### config.mk
export PLATFORM = sky130hd
export DESIGN_NAME = mic_pair_arbiter
export DESIGN_NICKNAME = d
export VERILOG_FILES = /design/src/rtl/mic_pair_arbiter.sv
export SDC_FILE = /design/constraint.sdc
export NUM_CORES = 1
export LEC_CHECK = 0
export ABC_AREA = 1
export ABC_CLOCK_PERIOD_IN_PS = 3530
export BUFFER_PORTS_ARGS = -buffer_cell sky130_fd_sc_hd__buf_2
export CAP_MARGIN = 10
export CORE_ASPECT_RATIO = 1.2
export CORE_UTILIZATION = 50
export CTS_BUF_LIST = sky130_fd_sc_hd__clkbuf_4 sky130_fd_sc_hd__clkbuf_8
export DETAILED_ROUTE_END_ITERATION = 8
export PLACE_DENSITY = 0.86
export SYNTH_ARGS = -nofsm -noshare
export SYNTH_HDL_FRONTEND = slang
export SYNTH_SLANG_ARGS = --single-unit
### constraint.sdc
create_clock -name clk -period 3.53 [get_ports clk]
set_input_delay 0.706 -clock clk [delete_from_list [all_inputs] [get_ports clk]]
set_output_delay 0.706 -clock clk [all_outputs]
set_load 0.01 [all_outputs]
### src/rtl/mic_pair_arbiter.sv
// mic_pair_arbiter
//   Round-robin arbiter that funnels stereo samples from N mic-pair receivers
//   into one shared codec write port. A two-state FSM (IDLE/SEND) grants one
//   requester in IDLE, registers its sample, and holds it in SEND until the
//   codec accepts it. Per-requester wait counters raise sticky stall flags
//   for requesters that wait too long, including disabled-but-valid ones.
//
// Handshake: a transfer happens on a rising edge where valid and ready are
//   both 1. On the request side req_ready is a one-hot, combinational accept
//   that is only ever raised in IDLE for the round-robin winner. On the codec
//   side out_valid, out_left, out_right and out_src stay stable while
//   out_valid=1 and out_ready=0.
//
// Ports
//   clk        : clock, rising edge
//   reset_n    : synchronous active-low reset
//   req_valid  : [N]   requester i has a stereo sample pending
//   req_left   : [N*W] left sample of requester i at [i*W +: W]
//   req_right  : [N*W] right sample of requester i at [i*W +: W]
//   req_ready  : [N]   one-hot accept of requester i
//   enable     : [N]   requester i may be granted only while enable[i]=1
//   out_valid  : sample presented to the codec
//   out_ready  : codec accepts the presented sample
//   out_left   : [W] left sample presented
//   out_right  : [W] right sample presented
//   out_src    : [2] index of the requester whose sample is presented
//   stall      : [N] sticky per-requester starvation flags
//   clr_stall  : clears all stall flags (a new stall event wins)
module mic_pair_arbiter #(
   parameter int N       = 4,
   parameter int W       = 16,
   parameter int TIMEOUT = 255
) (
   input  logic           clk,
   input  logic           reset_n,
   input  logic [N-1:0]   req_valid,
   input  logic [N*W-1:0] req_left,
   input  logic [N*W-1:0] req_right,
   output logic [N-1:0]   req_ready,
   input  logic [N-1:0]   enable,
   output logic           out_valid,
   input  logic           out_ready,
   output logic [W-1:0]   out_left,
   output logic [W-1:0]   out_right,
   output logic [1:0]     out_src,
   output logic [N-1:0]   stall,
   input  logic           clr_stall
);

   typedef enum logic {IDLE = 1'b0, SEND = 1'b1} state_t;

   localparam logic [7:0] TO = 8'(TIMEOUT);

   state_t         state_q, state_d;
   logic [1:0]     rr_ptr_q, rr_ptr_d;
   logic           out_valid_q, out_valid_d;
   logic [W-1:0]   out_left_q, out_left_d;
   logic [W-1:0]   out_right_q, out_right_d;
   logic [1:0]     out_src_q, out_src_d;
   logic [N-1:0]   stall_q, stall_d;
   logic [7:0]     wait_q [N];
   logic [7:0]     wait_d [N];

   logic [N-1:0]   elig;
   logic [N-1:0]   grant;
   logic [1:0]     win_idx;
   logic           win_found;

   // Winner search starts at rr_ptr and wraps; the 2-bit index add wraps
   // naturally because N is fixed at 4.
   always_comb begin
      elig      = req_valid & enable;
      grant     = '0;
      win_idx   = '0;
      win_found = 1'b0;
      for (int k = 0; k < N; k++) begin
         if (!win_found && elig[rr_ptr_q + 2'(k)]) begin
            win_found = 1'b1;
            win_idx   = rr_ptr_q + 2'(k);
         end
      end
      if (reset_n && (state_q == IDLE) && win_found) begin
         grant[win_idx] = 1'b1;
      end
   end

   always_comb begin
      state_d     = state_q;
      rr_ptr_d    = rr_ptr_q;
      out_valid_d = out_valid_q;
      out_left_d  = out_left_q;
      out_right_d = out_right_q;
      out_src_d   = out_src_q;

      case (state_q)
         IDLE: begin
            if (win_found) begin
               out_valid_d = 1'b1;
               out_left_d  = req_left[int'(win_idx)*W +: W];
               out_right_d = req_right[int'(win_idx)*W +: W];
               out_src_d   = win_idx;
               state_d     = SEND;
            end
         end
         SEND: begin
            // enable is deliberately ignored here so a granted transfer always completes.
            if (out_ready) begin
               out_valid_d = 1'b0;
               rr_ptr_d    = out_src_q + 2'd1;
               state_d     = IDLE;
            end
         end
         default: state_d = IDLE;
      endcase
   end

   // Stall flag: the edge where the counter first reaches TIMEOUT sets it even
   // against clr_stall. A requester still starving after a clear re-flags on
   // the following cycle, so the clear shows as a one-cycle dip.
   always_comb begin
      stall_d = '0;
      for (int i = 0; i < N; i++) begin
         if (!req_valid[i] || grant[i]) begin
            wait_d[i] = 8'd0;
         end else if (wait_q[i] != 8'hFF) begin
            wait_d[i] = wait_q[i] + 8'd1;
         end else begin
            wait_d[i] = wait_q[i];
         end
         stall_d[i] = ((wait_d[i] == TO) && (wait_q[i] != TO)) ||
                      ((stall_q[i] || (req_valid[i] && !grant[i] && (wait_q[i] >= TO)))
                       && !clr_stall);
      end
   end

   always_ff @(posedge clk) begin
      if (!reset_n) begin
         state_q     <= IDLE;
         rr_ptr_q    <= '0;
         out_valid_q <= 1'b0;
         out_left_q  <= '0;
         out_right_q <= '0;
         out_src_q   <= '0;
         stall_q     <= '0;
         for (int i = 0; i < N; i++) wait_q[i] <= 8'd0;
      end else begin
         state_q     <= state_d;
         rr_ptr_q    <= rr_ptr_d;
         out_valid_q <= out_valid_d;
         out_left_q  <= out_left_d;
         out_right_q <= out_right_d;
         out_src_q   <= out_src_d;
         stall_q     <= stall_d;
         for (int i = 0; i < N; i++) wait_q[i] <= wait_d[i];
      end
   end

   assign req_ready = grant;
   assign out_valid = out_valid_q;
   assign out_left  = out_left_q;
   assign out_right = out_right_q;
   assign out_src   = out_src_q;
   assign stall     = stall_q;

endmodule

# Yosys cells after proc, flatten, opt, wreduce, memory -nomap -nowiden
# Memory sizes are Yosys's and may differ from the RTL's.
# Cells that the tools add are included.
[op_classes]
addsub = 8
order_cmp = 10
eq_ne = 10
n_shift = 2
muxes = 39
n_bitwise = 6
reduce_logical = 49
[op_table]
columns = ["cell", "count"]
rows = [
  ["indexed part select 64 x 7 -> 16 bit", 2],
  ["2-to-1 mux 8 bit", 12],
  ["adder 8 x 1 -> 8 bit (second input constant)", 4],
  ["== test 8 bit (second input constant)", 4],
  ["greater-or-equal comparator 8 bit (second input constant)", 4],
  ["inequality test 8 bit (second input constant)", 4],
  ["logical AND 1 bit", 22],
  ["less-than comparator 2 x 3 -> 1 bit (second input constant)", 5],
  ["2-to-1 mux 1 bit", 15],
  ["logical NOT 1 bit", 12],
  ["logical OR 1 bit", 12],
  ["binary-select mux 1 bit (select 2 bit)", 4],
  ["2-to-1 mux 2 bit", 4],
  ["AND reduction 2 bit", 3],
  ["adder 2 x 1 -> 2 bit (second input constant)", 2],
  ["adder 2 bit (second input constant)", 2],
  ["bitwise AND 4 bit", 1],
  ["2-to-1 mux 4 bit", 1],
  ["inequality test 2 bit (second input constant)", 2],
  ["OR 1 bit", 4],
  ["one-hot mux 1 bit (2 select lines)", 2],
  ["demux 1 bit (select 2 bit)", 1],
  ["greater-or-equal comparator 2 x 1 -> 1 bit (second input constant)", 1],
  ["inverter 1 bit", 1],
]
[word_totals]
reg_bits = 42
ramBits = 32
inputBits = 140
out_inout_bits = 43
word_cells = 132
n_memories = 1
[memory_table]
columns = ["name", "words", "width", "read_ports", "rd_ports_with_merged_regs", "write_ports", "line_no", "source"]
rows = [
  ["wait_q", 4, 8, 4, 0, 4, "61", "logic [7:0] wait_q [N];"],
]

# Depth between registers and ports, before layout
[depth]
depth_word = 24
depth_mapped = 15
ltp_nobuf = 14

# Worst setup path after synthesis
# OpenSTA, ideal clock, no wires.
[synth_timing]
path_kind = "input to output"
start = "in req_valid[0]"
end = "out req_ready[3]"
arrival_ns = 1.625
required_time_ns = 2.824
path_slack_ns = 1.199
cell_stages = 11
n_path_buf = 0
cell_sequence = "nand2_1 nand2_1 nand2_1 nand2_1 nand2_1 nand3_1 nor2_1 nor2_1 nand2_2 nand3_2 inv_1"
[synth_between]
elab_chain_len = 18
elab_cells_between_ends = 30
classes_between = "order compare: 2; mux: 19; bitwise: 1; reduce/logical: 8"
[synth_rtl]
columns = ["item", "line_no", "source"]
rows = [
  ["from (decl)", "36", "input logic [N-1:0] req_valid,"],
  ["bitwise AND 4 bit (*)", "72", "elig = req_valid & enable;"],
  ["binary-select mux 1 bit (select 2 bit)", "77", "if (!win_found && elig[rr_ptr_q + 2'(k)]) begin"],
  ["2-to-1 mux 1 bit (implied by the code)", "77", ""],
  ["2-to-1 mux 1 bit", "77", ""],
  ["logical NOT 1 bit", "77", ""],
  ["logical AND 1 bit", "77", ""],
  ["2-to-1 mux 1 bit", "77", ""],
  ["logical NOT 1 bit", "77", ""],
  ["(+2 left out)", "-", ""],
  ["logical NOT 1 bit", "77", ""],
  ["logical AND 1 bit", "77", ""],
  ["2-to-1 mux 2 bit", "77", ""],
  ["less-than comparator 2 x 3 -> 1 bit (implied by the code) / greater-or-equal comparator 2 x 1 -> 1 bit (equally long branches)", "83", "grant[win_idx] = 1'b1;"],
  ["logical AND 1 bit (implied by the code)", "83", ""],
  ["2-to-1 mux 1 bit (implied by the code)", "83", ""],
  ["demux 1 bit (select 2 bit)", "83", ""],
  ["2-to-1 mux 4 bit (*)", "82", "if (reset_n && (state_q == IDLE) && win_found) begin"],
  ["to (decl)", "39", "output logic [N-1:0] req_ready,"],
]
# Mark *: on every way between the ends. The rest lies on a longest branch, timed or not. The select of a mux whose other input is x is not followed.

# Worst setup path in the final report
[layout_timing]
start = "reg rr_ptr_q[0]"
end = "out req_ready[2]"
[layout_between]
elab_chain_len = 17
elab_cells_between_ends = 32
classes_between = "add/sub: 3; order compare: 2; mux: 19; reduce/logical: 8"
[layout_rtl]
columns = ["item", "line_no", "source"]
rows = [
  ["from (decl)", "55", "logic [1:0] rr_ptr_q, rr_ptr_d;"],
  ["from (signal assigned)", "148", "rr_ptr_q <= rr_ptr_d;"],
  ["parallel branches: the longest is 16 deep, another holds less-than comparator 2 x 3 -> 1 bit", "-", ""],
  ["2-to-1 mux 4 bit (*)", "82", ""],
]
# Every way passes the cells marked *. The select of a mux whose other input is x is not followed.

==> results.yml <==
worst_hold_path:
  min_path_cells: 2
  min_path_type: "flip-flop to flip-flop"
  hold_end: "wait_q[3][0]"
  worstHoldStart: "wait_q[3][0]"
setup_path:
  r2r-end: "out_left[9]"
  slowest_stage: "dfxtp_1"
  worstPathArrival_ns: 2.19
  cpPeakStageDelay_ns: 0.47
  ff2ff_path_depth: 13
  r2r-start: "rr_ptr_q[0]"
  critPathKind: "flip-flop to output pin"
  crit_path_end_kind: "output pin"
  setup.worst_path.start_class: "flip-flop"
  cp_max_fo: 8
  rrSetupSlack_ns: 1.02
  required_ns: 2.82
  critPathBufInv: 3
  cp_top_family: "simple AND/OR/NAND/NOR gates"
  crit_chain: "buf_4 -> nand3_1 -> nand3_1 -> nand2_1 -> nand3_2 -> nor2_4 -> nor2_2 -> nand3_1 -> inv_1 -> buf_2"
  cp_common_cell: "nand3_1"
global_route:
  grt_pass1_wl_um: 21960
  gr-usage-all-layers: 0.2780
  overflow: 0
  antenna_found_initial: 0
  grt_pass1_vias: 4859
  grt_start_max_net_pins: 62
die:
  core_area_um2: 9176
  core.rowCount: 38
  die_w_um: 91.37
  start_util: 0.5222
  io_pins: 183
  dieArea_um2: 9982
  die_h_um: 109.2
job:
  maxCapViolCount: 0
synth:
  ys_ff_latch: 74
  syn-num-nets: 864
  yosysSeqAreaShare: 0.3091
  synth_area_per_cell_um2: 6.656
  synthCells: 720
  synth-edff-count: 0
  ys_warn_count: 0
  netlist_area_um2: 4792
  synthArstFlopShare: 0
  synthFlopType: "dfxtp_1"
  yosys.cell_types.count: 41
routing:
  drc: 0
  wl_per_cell_um: 13.36
  wirelength_um: 13510
  drtIter0Drc: 264
  viasPerCell: 5.252
  dr_wl_met2_um: 6346
  highest_layer: "met4"
  detail-route-antenna-nets: 0
  via_count: 5310
  met1_length_um: 5760
  firstDrtPassIters: 4
  wl_met3_um: 1025
sta:
  slew_viol_final: 0
  hold_violations: 0
  tightest_slew_ns: 0.6410
  setup_viol: 0
  holdWs_ns: 0.5046
  max-slew-margin-rel: 0.5726
  skew_ns: 0.007889
  post-route-min-period_ns: 2.899
  fin_tns_setup_ns: 0
  period_share: 0.8211
  rsz0062_at_grt: "false"
  max_freq_mhz: 345.0
finish:
  synthToLayoutAreaGrowth_pct: 21.75
  finalNetCount: 1029
  drive_gt1_frac: 0.2925
cts:
  clock_sink_count: 74
  cts_buffers: 9
  cts_setup_buffers: 0
  path_clk_slew_ns: 0.07
  cts-resized-gates: 0
  h-tree-depth: 3
  clk_path_buf_depth: 2
  cts_hold_buf: 0
  cts_tree: "built"
  clkLatencyLatePin_ns: 0.36
  cts_root_buf: "clkbuf_8"
placement:
  gp_congestion: 0.9326
  portBuffers: 182
  dp_hpwl_um: 9938
outcome:
  status: "completed"
power:
  power_density_nw_per_um2: 504.9
  power.leakage_nw: 2.883
  vdd_ir_drop_max_mv: 0.3049
## synth_stat cells, drive strengths merged, types with 4 or more instances
master,count,share of area
a21oi,16,0.017
buf,29,0.056
clkbuf,9,0.0070
dfxtp,74,0.31
ha,4,0.010
inv,38,0.030
nand2,164,0.14
nand3,175,0.21
nand4,8,0.010
nor2,114,0.10
nor3,10,0.010
o21ai,47,0.050
or2,4,0.0052
xnor2,7,0.013
xor2,6,0.011
## how the worst max path moves through the flow
stage,start,end,slack [ns],cells after the start
final,rr_ptr_q[0],req_ready[2],0.63,10
after global routing,rr_ptr_q[0],req_ready[3],0.46,10
after CTS,rr_ptr_q[0],req_ready[2],0.63,10
after detailed placement,req_valid[3],req_ready[2],0.82,10
after global placement,req_valid[3],req_ready[2],0.85,10
after floorplan,req_valid[0],req_ready[3],1.20,11
## logic make-up after synthesis
kind of cell	Yosys count	share of synthesized area
and+or+nand+nor	482	0.4835
buffers and inverters	77	0.09399
xor gates and xnor gates	13	0.02376
muxes	1	0.002089
DFF	74	0.3091
AOI/OAI and AO/OA	69	0.07702
adders and majority gates	4	0.01044
## worst reg2reg max path: cells and delay by family (launching register included)
kind                   cells  cell delay (ns)
AO/OA/AOI/OAI              1             0.11
AND/OR/NAND/NOR           10             1.17
buffers and inverters      2             0.73
flip-flops                 1             0.47
## routing by layer
| metal | global-route usage | vias to the layer above |
|---|---|---|
| met1 | 0.3323 | 2364 |
| met4 | 0.1281 | 0 |
| met5 | 0 | - |
| met3 | 0.07322 | 29 |
| li1 | - | 2721 |
| met2 | 0.4686 | 196 |
## layout make-up
class / instances / area (µm²)
repair buffers: 192 / 998.5
fillers: 882 / 3342
inverters: 39 / 146.4
diodes: 2 / 5.005
flip-flops and latches: 74 / 1481
well taps: 120 / 150.1
clock inverters: 5 / 55.05
multi-input cells: 569 / 2860
clock buffers: 10 / 137.6
## registers in the layout (all words and copies together) (netlist names)
signal	count
wait_q	32
state_q	1
rr_ptr_q	2
out_src	2
stall	4
out_valid	1
out_left	16
out_right	16
## cell usage in the layout (no fill, tap or decap), types with 3 or more instances in the layout
| master | instances |
|---|---|
| a21oi_1 | 15 |
| buf_2 | 182 |
| buf_4 | 9 |
| clkbuf_8 | 10 |
| dfxtp_1 | 74 |
| ha_1 | 4 |
| inv_1 | 34 |
| inv_2 | 4 |
| nand2_1 | 153 |
| nand2_2 | 9 |
| nand3_1 | 153 |
| nand3_2 | 20 |
| nand4_1 | 8 |
| nor2_1 | 106 |
| nor2_2 | 3 |
| nor2_4 | 4 |
| nor3_1 | 10 |
| o21ai_0 | 46 |
| or2_2 | 4 |
| xnor2_1 | 7 |
| xor2_1 | 6 |
## stage by stage
| stage | setup slack (ns) | utilization | cell area [µm²] | power, mW | std cells |
|---|---|---|---|---|---|
| 2_1_floorplan | 1.199 | - | 4792 | 2.020 | 720 |
| 3_3_place_gp | 0.8492 | 0.6143 | 5637 | 2.282 | 994 |
| 3_5_place_dp | 0.8158 | 0.6143 | 5637 | 2.297 | 994 |
| 4_1_cts | 0.6273 | 0.6353 | 5829 | 2.961 | 1009 |
| 5_1_grt | 0.4580 | 0.6353 | 5829 | 3.174 | 1009 |
| 6_report | 0.6314 | 0.6358 | 5834 | 2.946 | 1011 |
## report_power, final
part	total, mW	switching (mW)	internal (mW)
clock	0.658	0.319	0.339
combinational	1.26	0.811	0.453
sequential	1.02	0.0676	0.956
total	2.95	1.20	1.75
Power figures use the tool's default switching activity.
